===== src/rtl/stopwatch_timebase_counter_pkg.sv =====
// stopwatch_timebase_counter_pkg: shared widths, FSM encoding and digit limits for the stopwatch
package stopwatch_timebase_counter_pkg;

  localparam int BCD_W      = 4;
  localparam int DIGITS     = 6;
  localparam int CNT_W      = BCD_W * DIGITS;
  localparam int S_TENS_IDX = 3;
  localparam int M_TENS_IDX = 5;

  localparam logic [BCD_W-1:0] DEC_MAX    = 4'd9;
  localparam logic [BCD_W-1:0] S_TENS_MAX = 4'd5;

  typedef enum logic [1:0] {
    ST_IDLE  = 2'd0,
    ST_RUN   = 2'd1,
    ST_PAUSE = 2'd2,
    ST_FULL  = 2'd3
  } state_e;

  // Digit index 0 is cs_ones, 5 is m_tens; seconds-tens stops at 5, minutes-tens is configurable.
  function automatic logic [BCD_W-1:0] digit_max(input int idx, input int m_tens_max);
    return idx == M_TENS_IDX ? BCD_W'(m_tens_max) : idx == S_TENS_IDX ? S_TENS_MAX : DEC_MAX;
  endfunction

endpackage


===== src/rtl/stopwatch_timebase_counter_bcd_digit_counter.sv =====
// bcd_digit_counter: one BCD digit counting 0..MAX with a combinational carry for chaining
module bcd_digit_counter
  import stopwatch_timebase_counter_pkg::*;
#(
  parameter logic [BCD_W-1:0] MAX = 4'd9
) (
  input  logic             clk,
  input  logic             rst,
  input  logic             clr,
  input  logic             inc,
  output logic [BCD_W-1:0] q,
  output logic             carry
);

  logic [BCD_W-1:0] q_q, q_d;

  // Next digit value: clear wins, otherwise step and roll over at MAX.
  always_comb begin
    q_d = clr ? '0 : inc ? (q_q == MAX ? '0 : q_q + 4'd1) : q_q;
  end

  // Digit register.
  always_ff @(posedge clk or posedge rst) begin
    if (rst) q_q <= '0;
    else     q_q <= q_d;
  end

  assign q     = q_q;
  assign carry = inc & (q_q == MAX);

endmodule


===== src/rtl/stopwatch_timebase_counter.sv =====
// stopwatch_timebase_counter: BCD MM:SS.cc stopwatch with run/pause/idle/full FSM and lap freeze
module stopwatch_timebase_counter
  import stopwatch_timebase_counter_pkg::*;
#(
  parameter int MAX_MIN_TENS = 5,
  parameter bit SAT_HOLD     = 1'b1
) (
  input  logic             clk,
  input  logic             rst,
  input  logic             tick,
  input  logic             start_stop,
  input  logic             clear,
  input  logic             lap,
  output logic [CNT_W-1:0] disp_bcd,
  output logic             running,
  output logic             lap_frozen,
  output logic             full_scale
);

  state_e           state_q, state_d;
  logic             lap_q, lap_d, first_q, running_q, full_q;
  logic [CNT_W-1:0] count, snap_q, disp_q, disp_d;
  logic [DIGITS:0]  chain;
  logic [DIGITS-1:0] at_max;
  logic             in_run, at_full, sat, clr, live, unused_carry;

  for (genvar i = 0; i < DIGITS; i++) begin : g_digit
    bcd_digit_counter #(.MAX(digit_max(i, MAX_MIN_TENS))) u_digit (
      .clk   (clk),
      .rst   (rst),
      .clr   (clr),
      .inc   (chain[i]),
      .q     (count[BCD_W*i +: BCD_W]),
      .carry (chain[i+1])
    );
    assign at_max[i] = count[BCD_W*i +: BCD_W] == digit_max(i, MAX_MIN_TENS);
  end

  assign unused_carry = chain[DIGITS];
  assign in_run       = state_q == ST_RUN;
  assign at_full      = &at_max;
  // A tick at full scale either saturates (hold) or is let through to wrap the whole chain.
  assign sat          = SAT_HOLD && in_run && tick && at_full;
  assign chain[0]     = in_run & tick & ~(SAT_HOLD & at_full);
  assign clr          = clear & (state_q == ST_PAUSE | state_q == ST_FULL);

  // Next state, lap freeze flag and display source.
  always_comb begin
    state_d = state_q;
    case (state_q)
      ST_IDLE:  state_d = start_stop ? ST_RUN : ST_IDLE;
      ST_RUN:   state_d = sat ? ST_FULL : start_stop ? ST_PAUSE : ST_RUN;
      ST_PAUSE: state_d = clear ? ST_IDLE : start_stop ? ST_RUN : ST_PAUSE;
      ST_FULL:  state_d = clear ? ST_IDLE : ST_FULL;
      default:  state_d = ST_IDLE;
    endcase
    lap_d  = in_run ? (lap_q ^ lap) & ~sat : state_q == ST_PAUSE ? lap_q & ~lap & ~clear : 1'b0;
    // In the first frozen cycle the live count already holds the post-increment value to capture.
    live   = ~lap_q | first_q;
    disp_d = live ? count : snap_q;
  end

  // FSM state, snapshot and registered outputs.
  always_ff @(posedge clk or posedge rst) begin
    if (rst) begin
      state_q   <= ST_IDLE;
      lap_q     <= 1'b0;
      first_q   <= 1'b0;
      snap_q    <= '0;
      disp_q    <= '0;
      running_q <= 1'b0;
      full_q    <= 1'b0;
    end else begin
      state_q   <= state_d;
      lap_q     <= lap_d;
      first_q   <= lap_d & ~lap_q;
      snap_q    <= disp_d;
      disp_q    <= disp_d;
      running_q <= state_d == ST_RUN;
      full_q    <= state_d == ST_FULL;
    end
  end

  assign disp_bcd   = disp_q;
  assign running    = running_q;
  assign lap_frozen = lap_q;
  assign full_scale = full_q;

endmodule


===== config.mk =====
export PLATFORM = sky130hd
export DESIGN_NAME = stopwatch_timebase_counter
export DESIGN_NICKNAME = d
export VERILOG_FILES = /design/src/rtl/stopwatch_timebase_counter_pkg.sv /design/src/rtl/stopwatch_timebase_counter_bcd_digit_counter.sv /design/src/rtl/stopwatch_timebase_counter.sv
export SDC_FILE = /design/constraint.sdc
export NUM_CORES = 1
export LEC_CHECK = 0
export CORE_MARGIN = 4
export CORE_UTILIZATION = 45
export DETAILED_ROUTE_END_ITERATION = 6
export HOLD_SLACK_MARGIN = 0.02
export PLACE_DENSITY = 0.67
export SETUP_SLACK_MARGIN = 0.1
export SLEW_MARGIN = 20
export SYNTH_ARGS = -nofsm -noshare
export SYNTH_HDL_FRONTEND = slang
export SYNTH_SLANG_ARGS = --single-unit

===== constraint.sdc =====
create_clock -name clk -period 3.15 [get_ports clk]
set_input_delay 0.315 -clock clk [delete_from_list [all_inputs] [get_ports clk]]
set_output_delay 0.315 -clock clk [all_outputs]
set_load 0.005 [all_outputs]

After elaboration in Yosys (flattened, before gate mapping):

Index checks and enable logic that the tools add are counted.

* $add $sub $neg: 6
* equality and inequality tests: 11
* multiplexer cells: 27
* bitwise gates (word level): 20
* reduce and logical (&&, ||, !) cells: 10

Operator list (count)
* $mux 4: 18
* $add 4x1->4 const B: 6
* $eq 4x4->1 const B: 4
* $and 1x1->1: 12
* $reduce_bool 2->1: 6
* $mux 2: 5
* $eq 4x3->1 const B: 2
* $pmux 2 s4: 1
* $eq 2x2->1 const B: 3
* $reduce_and 6->1: 1
* $not 1->1: 5
* $eq 2x1->1 const B: 2
* $mux 1: 3
* $logic_and 1x1->1: 2
* $logic_not 2->1: 1
* $or 1x1->1: 2
* $xor 1x1->1: 1

* flip-flop bits (word level): 54
* word-level logic and storage cells: 86

Logic depth before layout (Yosys ltp):

* depth in word-level cells: 11
* mapped depth: 7

Hierarchy:

Synthesis repeated with hierarchy kept, for this count alone.

* cells, all modules: 248
* area, all modules: 2777.7 um2

By module, submodules not included
* stopwatch_timebase_counter: instances 1, cells an instance 92, area each 1328.8 um2, sequential area each 750.7 um2
* bcd_digit_counter (g_digit[0].u_digit ...): instances 4, cells an instance 27, area each 245.2 um2, sequential area each 100.1 um2
* bcd_digit_counter (g_digit[3].u_digit ...): instances 2, cells an instance 24, area each 234.0 um2, sequential area each 100.1 um2

Worst setup path before layout:

OpenSTA, ideal clock, no wires.

* path type: reg2reg
* start: reg g_digit[2].u_digit.q_q[2]
* end: reg g_digit[4].u_digit.q_q[1]
* arrival time: 1.671 ns
* required time: 3.072 ns
* slack: 1.402 ns
* stages on the path, launching flop included: 6
* path buffers: 1
* clock period less this slack: 1.748 ns
* cells stage by stage: dfrtp_1 and4bb_4 nand4_4 buf_6 or4_1 a21oi_1

* longest elaborated chain between the ends: 9

Ends and longest elaborated chain
* start, declared: RTL line stopwatch_timebase_counter_bcd_digit_counter.sv:15 `logic [BCD_W-1:0] q_q, q_d;`
* start signal, assigned: RTL line stopwatch_timebase_counter_bcd_digit_counter.sv:25 `else q_q <= q_d;`
* $eq 4x4->1 *: RTL line stopwatch_timebase_counter_bcd_digit_counter.sv:29, stopwatch_timebase_counter.sv:36
* $reduce_and 6->1: RTL line stopwatch_timebase_counter.sv:41 `assign at_full = &at_max;`
* $not 1->1: RTL line stopwatch_timebase_counter.sv:44 `assign chain[0] = in_run & tick & ~(SAT_HOLD & at_full);`
* $and 1x1->1: RTL line stopwatch_timebase_counter.sv:44
* $and 1x1->1 (2 in a row): RTL line stopwatch_timebase_counter_bcd_digit_counter.sv:29 `assign carry = inc & (q_q == MAX);`
* $and 1x1->1 * (2 in a row): RTL line stopwatch_timebase_counter_bcd_digit_counter.sv:29
* $reduce_bool 2->1 (no source line) *
* end signal, assigned: RTL line stopwatch_timebase_counter_bcd_digit_counter.sv:25
* end, declared: RTL line stopwatch_timebase_counter_bcd_digit_counter.sv:15

Every way passes the cells marked *; elsewhere a longest branch is shown, timed or not.
A chain may end at the register's enable or synchronous reset.

Worst setup path after layout:

* start: reg g_digit[4].u_digit.q_q[1]
* end: reg g_digit[0].u_digit.q_q[3]

* longest elaborated chain between the ends: 5

Ends and longest elaborated chain
* $eq 4x4->1: RTL line stopwatch_timebase_counter.sv:36 `assign at_max[i] = count[BCD_W*i +: BCD_W] == digit_max(i, MAX_MIN_TENS);`
* $reduce_and 6->1: RTL line stopwatch_timebase_counter.sv:41
* $not 1->1: RTL line stopwatch_timebase_counter.sv:44
* $and 1x1->1: RTL line stopwatch_timebase_counter.sv:44
* $reduce_bool 2->1 (no source line)
* end signal, assigned: RTL line stopwatch_timebase_counter_bcd_digit_counter.sv:25
* end, declared: RTL line stopwatch_timebase_counter_bcd_digit_counter.sv:15

Every way passes these cells.

==> results.json <==
{
  "status": "finished, final reports clean",
  "slowest_delay_ps": 480,
  "timing.final.crit_period_ps": 2100,
  "drv_cap": 0,
  "avgSynthCellArea_sq_um": 11.1,
  "clk_pin_slew_worst_paths_ps": 90,
  "crit_path_end_kind": "flip-flop",
  "final_layout_size_suffix_gt1_frac": 0.149,
  "clock_latency_ps": 300,
  "place_hpwl_mm": 3.45,
  "synth_edf_count": 0,
  "slew_violations": 0,
  "min_period_over_period": 0.667,
  "yosysWarnings": 0,
  "initial_core_util": 0.470,
  "drtAntennaViolNets": 0,
  "multiInputGateArea_sq_um": 1180,
  "row_count": 27,
  "ctsHtreeMaxLevel": 2,
  "place_congestion": 0.785,
  "synthAdderAreaFrac": 0.00477,
  "synth-async-reset-ratio": 1.00,
  "die-area_sq_um": 7110,
  "rsz0062_at_grt": "false",
  "drc": 0,
  "nFillCells": 498,
  "grtUsageTotal": 0.148,
  "yosys_register_bits": 54,
  "syn2layout_area_growth_pct": 17.6,
  "grt-ovfl-total": 0,
  "vias_per_cell": 5.47,
  "ys_seq_area_frac": 0.516,
  "fp.dieW_um": 84.3,
  "critical_path_class": "flip-flop to flip-flop",
  "num_antenna_cells": 0,
  "num-nets-final": 276,
  "p_leak_uw": 0.00137,
  "hold_buffers": 0,
  "drtPass1Iterations": 4,
  "crit_required_ps": 3330,
  "crit_top_cell": "o211ai_1",
  "worst_slew_pin_slew_ps": 755,
  "max-slew-margin-rel": 0.497,
  "cts_resized": 0,
  "numCtsBuffers": 5,
  "layout_common_cells": "dfrtp_1, clkdlybuf4s50_1, nand2_1",
  "hold_slack_ps": 336,
  "antenna_found_initial": 0,
  "finClkSkew_ps": 8.41,
  "path_cells": "nor3b_2 -> nand4_2 -> o211ai_1 -> or3_1 -> o211ai_1",
  "finalWirelength_mm": 4.88,
  "synth-xor-area-share": 0.0267,
  "grt_pass1_wl_mm": 8.54,
  "cts-root-buf": "clkbuf_8",
  "cts_max_path_buffers": 2,
  "cts_setup_buffers": 0,
  "crit_slowest_cell": "o211ai_1",
  "hold_path_class": "primary input to asynchronous set/reset pin",
  "grt_max_degree": 35,
  "syn-instance-count": 237,
  "dr_total_vias": 1864,
  "fmax_ghz": 0.476,
  "worst_ep_arrival_time_ps": 2280,
  "synth_area_sq_um": 2620,
  "synthFlopType": "dfrtp_1",
  "pwr_density_cell_nw_per_um2": 503,
  "cts_tree": "built",
  "synth_compound_gate_area_share": 0.110,
  "tns_ps": 0,
  "setup_viol": 0,
  "synth_simple_gate_area_share": 0.209,
  "ir_worst_vdd_v": 0.000271,
  "die-height_um": 84.3,
  "io_buffers": 32,
  "grt_pass1_vias": 1741,
  "core-area_sq_um": 5570,
  "ios": 33,
  "synth_fp_nets": 244,
  "hold_viol_final": 0,
  "first_iter_violations": 107,
  "layout_commonest_cell": "dfrtp_1",
  "wire_per_inst_um": 14.3,
  "clkSinkCount": 54,
  "synth_top_family_by_area": "simple AND/OR/NAND/NOR gates",
  "regArea_sq_um": 1350,
  "crit_path_start_kind": "flip-flop",
  "crit_fanout": 8,
  "synth.area.mux_share": 0.100,
  "synth.distinct_cells": 50
}
## path summary, 6_finish.rpt
check,from,end,slack (ps),cells past startpoint
setup / recovery,g_digit[4].u_digit.q[1],g_digit[0].u_digit.q[3],1050,5
hold reg to reg,disp_bcd[1],disp_bcd[1],480,2
hold / removal,rst,g_digit[2].u_digit.q[0],340,2
min in group clk,disp_bcd[1],disp_bcd[1],480,2
max in group asynchronous,rst,disp_bcd[21],2020,3
setup reg to reg,g_digit[4].u_digit.q[1],g_digit[0].u_digit.q[3],1050,5
## sequential cells by signal, indices dropped and copies added (netlist names)
| register | flops |
|---|---|
| disp_bcd | 24 |
| first_q | 1 |
| running | 1 |
| full_scale | 1 |
| g_digit.u_digit.q | 24 |
| lap_frozen | 1 |
| state_q | 2 |
## where the power goes
| part | switching, uW | total, uW | leakage, uW | internal (uW) |
|---|---|---|---|---|
| clock network | 205 | 359 | 0.0000383 | 154 |
| logic | 196 | 366 | 0.000584 | 170 |
| registers | 67.5 | 827 | 0.000743 | 759 |
## through the flow
step	util	setup slack (ps)	power [uW]	std cells	cell area [sq um]
after floorplan	-	1400	1070	237	2620
final	0.553	1050	1550	341	3080
after CTS	0.553	1070	1580	341	3080
after global placement	0.539	1030	1210	334	3010
after detailed placement	0.539	965	1220	334	3010
after global routing	0.553	894	1650	341	3080
## critical path: cells and delay by family (launching register included)
kind | cells | cell delay [ps]
compound gates | 2 | 560
flops | 1 | 470
simple gates | 3 | 940
## layer usage
| metal | vias up | GRT usage | part of all wire |
|---|---|---|---|
| met5 | - | 0 | 0 |
| met4 | 0 | 0.0439 | 0.010 |
| met3 | 5 | 0.0294 | 0.033 |
| met2 | 32 | 0.230 | 0.47 |
| met1 | 909 | 0.210 | 0.48 |
| li1 | 918 | - | - |
## cell families after synthesis
group	after synthesis
AO/OA/AOI/OAI	43
buffers and inverters	21
AND/OR/NAND/NOR	86
multiplexers	24
XOR/XNOR	8
adder cells (fa/ha/maj)	1
flip-flops	54
## area by class of cell
type / instances / area share
timing repair buffer: 34 / 0.109
sequential: 54 / 0.438
multi-input combinational: 162 / 0.384
inverter: 12 / 0.0146
tap: 72 / 0.0292
clock buffer: 7 / 0.0248
## synth_stat cells (all sizes together) (2+ instances only)
library cell / count / share of area
a21oi: 6 / 0.011
a211oi: 2 / 0.0057
a31o: 2 / 0.0067
mux2i: 6 / 0.023
nand3b: 3 / 0.0086
o21ai: 12 / 0.024
nand2b: 2 / 0.0048
xnor2: 4 / 0.013
o31ai: 5 / 0.014
and4bb: 4 / 0.021
nor2: 14 / 0.020
inv: 12 / 0.017
buf: 5 / 0.011
o2111ai: 2 / 0.0067
and2: 3 / 0.0072
o211ai: 6 / 0.019
xor2: 4 / 0.013
nor3b: 4 / 0.018
and3b: 4 / 0.013
mux2: 18 / 0.077
a31oi: 5 / 0.012
or3: 3 / 0.0072
nor2b: 7 / 0.017
nand4: 5 / 0.020
clkbuf: 4 / 0.0057
dfrtp: 54 / 0.52
nor3: 2 / 0.0038
nand2: 20 / 0.029
nand3: 7 / 0.013
No activity file was read; power rests on OpenSTA's default activity.
